## src/rtl/alu_op_sequencer.sv

```systemverilog
// Request/response front end for alu32: issues single ops in one cycle and runs
// right shifts as repeated 1-bit passes. Define SEQ_SRA_EN to enable op 1101 (SRA).
module alu_op_sequencer #(
  parameter int unsigned WIDTH = 32
) (
  input  logic             clk_i,
  input  logic             reset_i,
  input  logic             req_valid_i,
  output logic             req_ready_o,
  input  logic [3:0]       req_op_i,
  input  logic [WIDTH-1:0] req_a_i,
  input  logic [WIDTH-1:0] req_b_i,
  input  logic [4:0]       req_shamt_i,
  output logic [WIDTH-1:0] alu_srca_o,
  output logic [WIDTH-1:0] alu_srcb_o,
  output logic [3:0]       alu_control_o,
  output logic [4:0]       alu_shamt_o,
  input  logic [WIDTH-1:0] alu_result_i,
  input  logic             alu_zero_i,
  output logic             rsp_valid_o,
  input  logic             rsp_ready_i,
  output logic [WIDTH-1:0] rsp_result_o,
  output logic             rsp_zero_o,
  output logic             rsp_err_o
);

`ifdef SEQ_SRA_EN
  localparam bit SraEn = 1'b1;
`else
  localparam bit SraEn = 1'b0;
`endif

  localparam logic [3:0] OpSrl = 4'b0101;
  localparam logic [3:0] OpSra = 4'b1101;

  typedef enum logic [1:0] {StIdle, StIssue, StShift, StResp} state_e;

  state_e           state_q;
  logic [3:0]       op_q;
  logic [WIDTH-1:0] a_q;
  logic [WIDTH-1:0] b_q;
  logic [4:0]       shamt_q;
  logic [WIDTH-1:0] acc_q;
  logic [4:0]       cnt_q;
  logic             rsp_valid_q;
  logic [WIDTH-1:0] rsp_result_q;
  logic             rsp_zero_q;
  logic             rsp_err_q;

  logic             req_is_shift;
  logic             req_is_illegal;
  logic [WIDTH-1:0] shift_next;

  always_comb begin
    req_is_shift   = (req_op_i == OpSrl) || (SraEn && (req_op_i == OpSra));
    req_is_illegal = (req_op_i[2:0] == 3'b011) || (!SraEn && (req_op_i == OpSra));
  end

  // alu32 only does a logical 1-bit right shift; SRA restores the sign bit here.
  always_comb begin
    shift_next          = alu_result_i;
    shift_next[WIDTH-1] = op_q[3] ? acc_q[WIDTH-1] : alu_result_i[WIDTH-1];
  end

  always_ff @(posedge clk_i) begin
    if (reset_i) begin
      state_q      <= StIdle;
      op_q         <= '0;
      a_q          <= '0;
      b_q          <= '0;
      shamt_q      <= '0;
      acc_q        <= '0;
      cnt_q        <= '0;
      rsp_valid_q  <= 1'b0;
      rsp_result_q <= '0;
      rsp_zero_q   <= 1'b0;
      rsp_err_q    <= 1'b0;
    end else begin
      unique case (state_q)
        StIdle: begin
          if (req_valid_i) begin
            op_q       <= req_op_i;
            a_q        <= req_a_i;
            b_q        <= req_b_i;
            shamt_q    <= req_shamt_i;
            acc_q      <= req_a_i;
            cnt_q      <= req_shamt_i;
            rsp_zero_q <= 1'b0;
            rsp_err_q  <= 1'b0;
            if (req_is_illegal) begin
              rsp_result_q <= '0;
              rsp_err_q    <= 1'b1;
              rsp_valid_q  <= 1'b1;
              state_q      <= StResp;
            end else if (req_is_shift) begin
              if (req_shamt_i == 5'd0) begin
                rsp_result_q <= req_a_i;
                rsp_valid_q  <= 1'b1;
                state_q      <= StResp;
              end else begin
                state_q <= StShift;
              end
            end else begin
              state_q <= StIssue;
            end
          end
        end
        StIssue: begin
          rsp_result_q <= alu_result_i;
          rsp_zero_q   <= alu_zero_i;
          rsp_valid_q  <= 1'b1;
          state_q      <= StResp;
        end
        StShift: begin
          acc_q <= shift_next;
          if (cnt_q == 5'd1) begin
            rsp_result_q <= shift_next;
            rsp_valid_q  <= 1'b1;
            state_q      <= StResp;
          end else begin
            cnt_q <= cnt_q - 5'd1;
          end
        end
        StResp: begin
          if (rsp_ready_i) begin
            rsp_valid_q <= 1'b0;
            state_q     <= StIdle;
          end
        end
        default: state_q <= StIdle;
      endcase
    end
  end

  always_comb begin
    alu_srca_o    = '0;
    alu_srcb_o    = '0;
    alu_control_o = 4'b0000;
    alu_shamt_o   = 5'd0;
    if (state_q == StIssue) begin
      alu_srca_o    = a_q;
      alu_srcb_o    = b_q;
      alu_control_o = op_q;
      alu_shamt_o   = shamt_q;
    end else if (state_q == StShift) begin
      alu_srca_o    = acc_q;
      alu_control_o = OpSrl;
    end
  end

  assign req_ready_o  = (state_q == StIdle);
  assign rsp_valid_o  = rsp_valid_q;
  assign rsp_result_o = rsp_result_q;
  assign rsp_zero_o   = rsp_zero_q;
  assign rsp_err_o    = rsp_err_q;

endmodule

```

## config.mk

```make
export PLATFORM = sky130hd
export DESIGN_NAME = alu_op_sequencer
export DESIGN_NICKNAME = d
export VERILOG_FILES = /design/src/rtl/alu_op_sequencer.sv
export SDC_FILE = /design/constraint.sdc
export NUM_CORES = 1
export LEC_CHECK = 0
export CAP_MARGIN = 0
export CELL_PAD_IN_SITES_DETAIL_PLACEMENT = 0
export CELL_PAD_IN_SITES_GLOBAL_PLACEMENT = 2
export CORE_ASPECT_RATIO = 0.9
export CORE_UTILIZATION = 32
export DETAILED_ROUTE_END_ITERATION = 16
export DONT_BUFFER_PORTS = 1
export GPL_ROUTABILITY_DRIVEN = 0
export GPL_TIMING_DRIVEN = 0
export PLACE_DENSITY_LB_ADDON = 0.1
export SLEW_MARGIN = 20
export SYNTH_ARGS = -nofsm -noshare
export SYNTH_HDL_FRONTEND = slang
export SYNTH_SLANG_ARGS = --single-unit
```

## constraint.sdc

```tcl
create_clock -name clk_i -period 2.2 [get_ports clk_i]
set_input_delay 0.22 -clock clk_i [delete_from_list [all_inputs] [get_ports clk_i]]
set_output_delay 0.22 -clock clk_i [all_outputs]
set_load 0.1 [all_outputs]
```

After elaboration in Yosys (flattened, before gate mapping). Index checks and enable logic that the tools add are counted. Widths: inputs -> output; s select.

Bits of input ports: 110. Flip-flop bits (word level): 147.

Equal/unequal tests: 13. Add/sub/neg operators: 1. Mux-type cells: 35. Reductions and logical operators: 13.

Operator list (number): $mux 32 (9); $pmux 32 s3 (1); $pmux 32 s2 (1); $mux 5 (3); $mux 1 (10); $mux 2 (5); $pmux 5 s2 (1); $reduce_and 5->1 (2); $ne 2x2->1 const B (4); $pmux 2 s4 (1); $ne 3x1->1 const B (2); $reduce_and 2->1 (3); $reduce_and 3->1 (2); $eq 5x1->1 const B (1); $logic_not 5->1 (1); $sub 5x1->5 const B (1); $eq 2x2->1 const B (2); $eq 4x3->1 const B (1); $eq 4x4->1 const B (1); $mux 4 (1); $pmux 1 s4 (1); $reduce_bool 2->1 (2); $eq 3x2->1 const B (1); $mux 3 (1); 5 further kinds (5).

Logic depth before layout (Yosys ltp).
Depth in word-level cells: 6. Mapped depth: 10. Gate-level depth less buffers: 6.

Least setup slack after synthesis. Ideal clock, no wire load.

Path type: reg-to-output. Start: register state_q[0]. End: output port alu_srca_o[10]. Path slack: -1490 ps. Data arrival time: 3470 ps. Stages on the path, launching flop included: 8. Required time: 1980 ps. Cells stage by stage: dfxtp_1 -> inv_1 -> ha_1 -> buf_2 -> clkbuf_1 -> clkbuf_1 -> nand2_1 -> o21ai_0.

Cells in the longest elaborated chain, start to end: 3. Elaborated cells on any way between the ends: 4. Classes of those cells: eq/ne: 2; mux: 2.

RTL lines: start: declaration (line 38) `state_e state_q;`; start signal: assignment (line 67) `state_q <= StIdle;`; start signal: assignment (line 94) `state_q <= StResp;`; start signal: assignment (line 99) `state_q <= StResp;`; $eq 2x2->1 (line 145) `end else if (state_q == StShift) begin`; $mux 32 (line 145); $mux 32 * (line 140) `if (state_q == StIssue) begin`; end: declaration (line 14) `output logic [WIDTH-1:0] alu_srca_o,`.

Every way passes the cells marked *; elsewhere a longest branch is shown, timed or not.

Worst setup path in the final report.
Start: register state_q[0]. End: output port alu_srca_o[30].

Same word-level chain as after synthesis.

==> summary.md <==
| Metric | Value |
|---|---|
| Syn_nets | `987` |
| Via Count | `6,808` |
| Slew Viols, Final | `0` |
| Hpwl dp | `17,800 um` |
| Root Driver | `clkbuf_16` |
| Final worst-path cycle share | `104%` |
| Post-synth top flop | `dfxtp_1` |
| Syn-to-layout area delta | `52.2%` |
| Total CTS buffers | `17` |
| RSZ-0062 raised after global routing | `true` |
| Worst R2R End | `rsp_result_o[19]` |
| Synth Cell Area | `6790 um2` |
| R2R cell count | `8` |
| Seq cells post-synth | `147` |
| Fmax | `438 MHz` |
| Hold crit path type | `input pin to flip-flop` |
| Number of enable flip-flop cells after synthesis | `0` |
| Initial antenna violation count | `0` |
| # DRC | `0` |
| Vias in the first global route | `6,956` |
| Wire per inst | `20.9 um` |
| Drt via density | `5.28` |
| Die area | `21,800 um2` |
| Crit Reg-Reg Startpoint | `cnt_q[1]` |
| Cells after Synth | `870` |
| Num Clock Sinks | `147` |
| Outcome | `complete, but fails checks` |
| PortBufs | `0` |
| Hold path cells | `3` |
| CTS max path bufs | `2` |
| Synth area leaders | `dfxtp_1 (43%), nand2_1 (12%), a21oi_1 (8.5%)` |
| Placed instance area | `7480 um2` |
| Async SR Flop Fraction | `0%` |
| CORE AREA | `20,800 um2` |
| Failing checks | `setup timing` |
| FP Rows | `50` |
| Routed Antenna Nets | `0` |
| Peak supply drop | `0.000958 V` |
| Share of Yosys cell area claimed by the top area cell type | `43.3%` |
| Worst-path clk slew | `0.06 ns` |
| First drt pass iteration count | `5` |
| Post-Syn Area per Cell | `7.81 um2` |
| Number of diodes | `0` |
| Die height | `140 um` |
| Max Cap Violations | `0` |
| CP max FO | `8` |
| Most frequent cells in the layout | `nand2_1 (188), dfxtp_1 (143), a21oi_1 (98)` |
| Commonest non-fill, non-tap cell in the layout | `nand2_1` |
| Cell area after layout | `10,300 um2` |
| Cell taking the most area after synthesis | `dfxtp_1` |
| CP Capture Type | `primary output` |
| Share of layout cells above drive strength 1 | `29.9%` |
| Hold Path Origin | `alu_zero_i` |
| CTS tree | `built` |
| CP Class | `flip-flop to primary output` |
| Synth warnings | `0` |
| Reg2Reg Setup Slack | `-0.06 ns` |
| Fin Setup TNS | `-2.23 ns` |
| GR Overflow Total | `0` |
| Hold EP | `rsp_zero_o` |
| Max_slew headroom | `28.9%` |
| CP startpoint kind | `flip-flop` |
| Final setup vio count | `55` |
| Final setup margin | `-0.0856 ns` |
| Layout fillers | `2,004` |
| Power Density | `1810 nW/um2` |
| Clock latency on the worst-skew pair | `0.43 ns` |
| Nets@finish | `1,108` |
| Largest net degree at the start of global routing | `17` |
| Slew @ Worst Pin | `1.06 ns` |
| First-pass GRT wire length | `39,900 um` |
| Data arrival, critical path | `2.07 ns` |
| Clock period minus worst slack | `2.29 ns` |
| Leakage | `0.00399 uW` |
| Chip width | `156 um` |
| Util after Layout | `49.6%` |
| Count of final hold-check violations | `0` |
| Initial Util | `32.6%` |
| Total power | `18,700 uW` |
| H-tree Lvls | `4` |
| Num ports | `219` |
| Setup skew after layout | `0.00919 ns` |
| Synth cell types | `37` |
| Part of the Yosys area used for sequential elements | `43.3%` |
| WP data required | `1.98 ns` |
| Total Wirelength | `27,000 um` |
| Total track usage | `24.3%` |
| Pre-CTS WS | `-0.969 ns` |
| Initial detailed-routing violation count | `375` |
[synth_stat cells (all sizes together) (3+ instances only)]
cell / n
nor3: 4
dfxtp: 147
inv: 6
nand2: 222
nor4b: 3
a21oi: 116
clkbuf: 66
ha: 7
nor2b: 6
a211oi: 64
buf: 13
mux2i: 34
o21a: 3
and2: 41
nand3: 3
nor2: 41
a22oi: 32
o21ai: 40
[worst max-delay path by stage]
stage / start / endpoint / slack [ns]
global placement: state_q[1] / alu_srca_o[4] / -0.97
finish: state_q[0] / alu_srca_o[30] / -0.09
floorplan: state_q[0] / alu_srca_o[10] / -0.26
detailed placement: state_q[1] / alu_srca_o[10] / -0.97
CTS: state_q[0] / alu_srca_o[19] / -0.13
global route: state_q[0] / alu_srca_o[29] / -0.13
[what timing repair did]
action / 4_1_cts / 5_1_grt
resized for setup: 252 / 124
buffers inserted: 16 / 8
pin swaps: 58 / 37
hold buffers: 73 / 0
cloned: 6 / 4
hold endpoints to repair: 75 / 0
setup endpoints to repair: 202 / 154
[cell families after synthesis]
| logic type | synth area share, % |
|---|---|
| XOR/XNOR | 0.129 |
| adder cells (fa/ha/maj) | 1.29 |
| multiplexers | 5.34 |
| AND/OR/NAND/NOR | 21.2 |
| flip-flops | 43.3 |
| buffers and inverters | 5.08 |
| AO/OA/AOI/OAI | 23.6 |
[sequential cells by signal, indices dropped and copies added, names as in the netlist]
name	flops
b_q	32
rsp_result_o	32
acc_q	32
rsp_err_o	1
op_q	4
a_q	32
rsp_valid_o	1
state_q	2
shamt_q	5
rsp_zero_o	1
cnt_q	5
[layout make-up]
type	instances	area [um2]	area share, %
Multi-Input combinational cell	638	4580	44.3
Sequential cell	147	2960	28.6
Timing Repair Buffer	107	1150	11.1
Buffer	74	684	6.62
Clock buffer	18	439	4.25
Tap cell	286	358	3.46
Clock inverter	14	144	1.39
Inverter	6	30.0	0.290
[worst max-delay path, stage by stage (launching register included)]
cell	delay, ns
dfxtp_4	0.37
buf_6	0.12
ha_4	0.18
clkbuf_16	0.17
clkbuf_16	0.18
o21ai_4	0.61
[metal layers]
metal	share of wire, %	global-route usage [%]	wire [um]	vias up
met1	43	28.9	11700	3285
met2	49	41.8	13200	234
met4	1.6	7.59	433	0
met5	0	0	0	-
met3	6.4	7.05	1720	32
li1	-	-	-	3257
[report_power, final]
group | internal (uW) | switching, uW
Combinational | 3540 | 6000
Clock | 1630 | 1290
Sequential | 3480 | 2800
Total | 8650 | 10100
[through the flow]
stage	hold slack, ns	cells
2_1_floorplan	0.356	870
3_3_place_gp	0.359	1156
3_5_place_dp	0.363	1156
4_1_cts	0.00471	1281
5_1_grt	0.0131	1290
6_report	0.0168	1290
(Power assumes the default switching activity.)
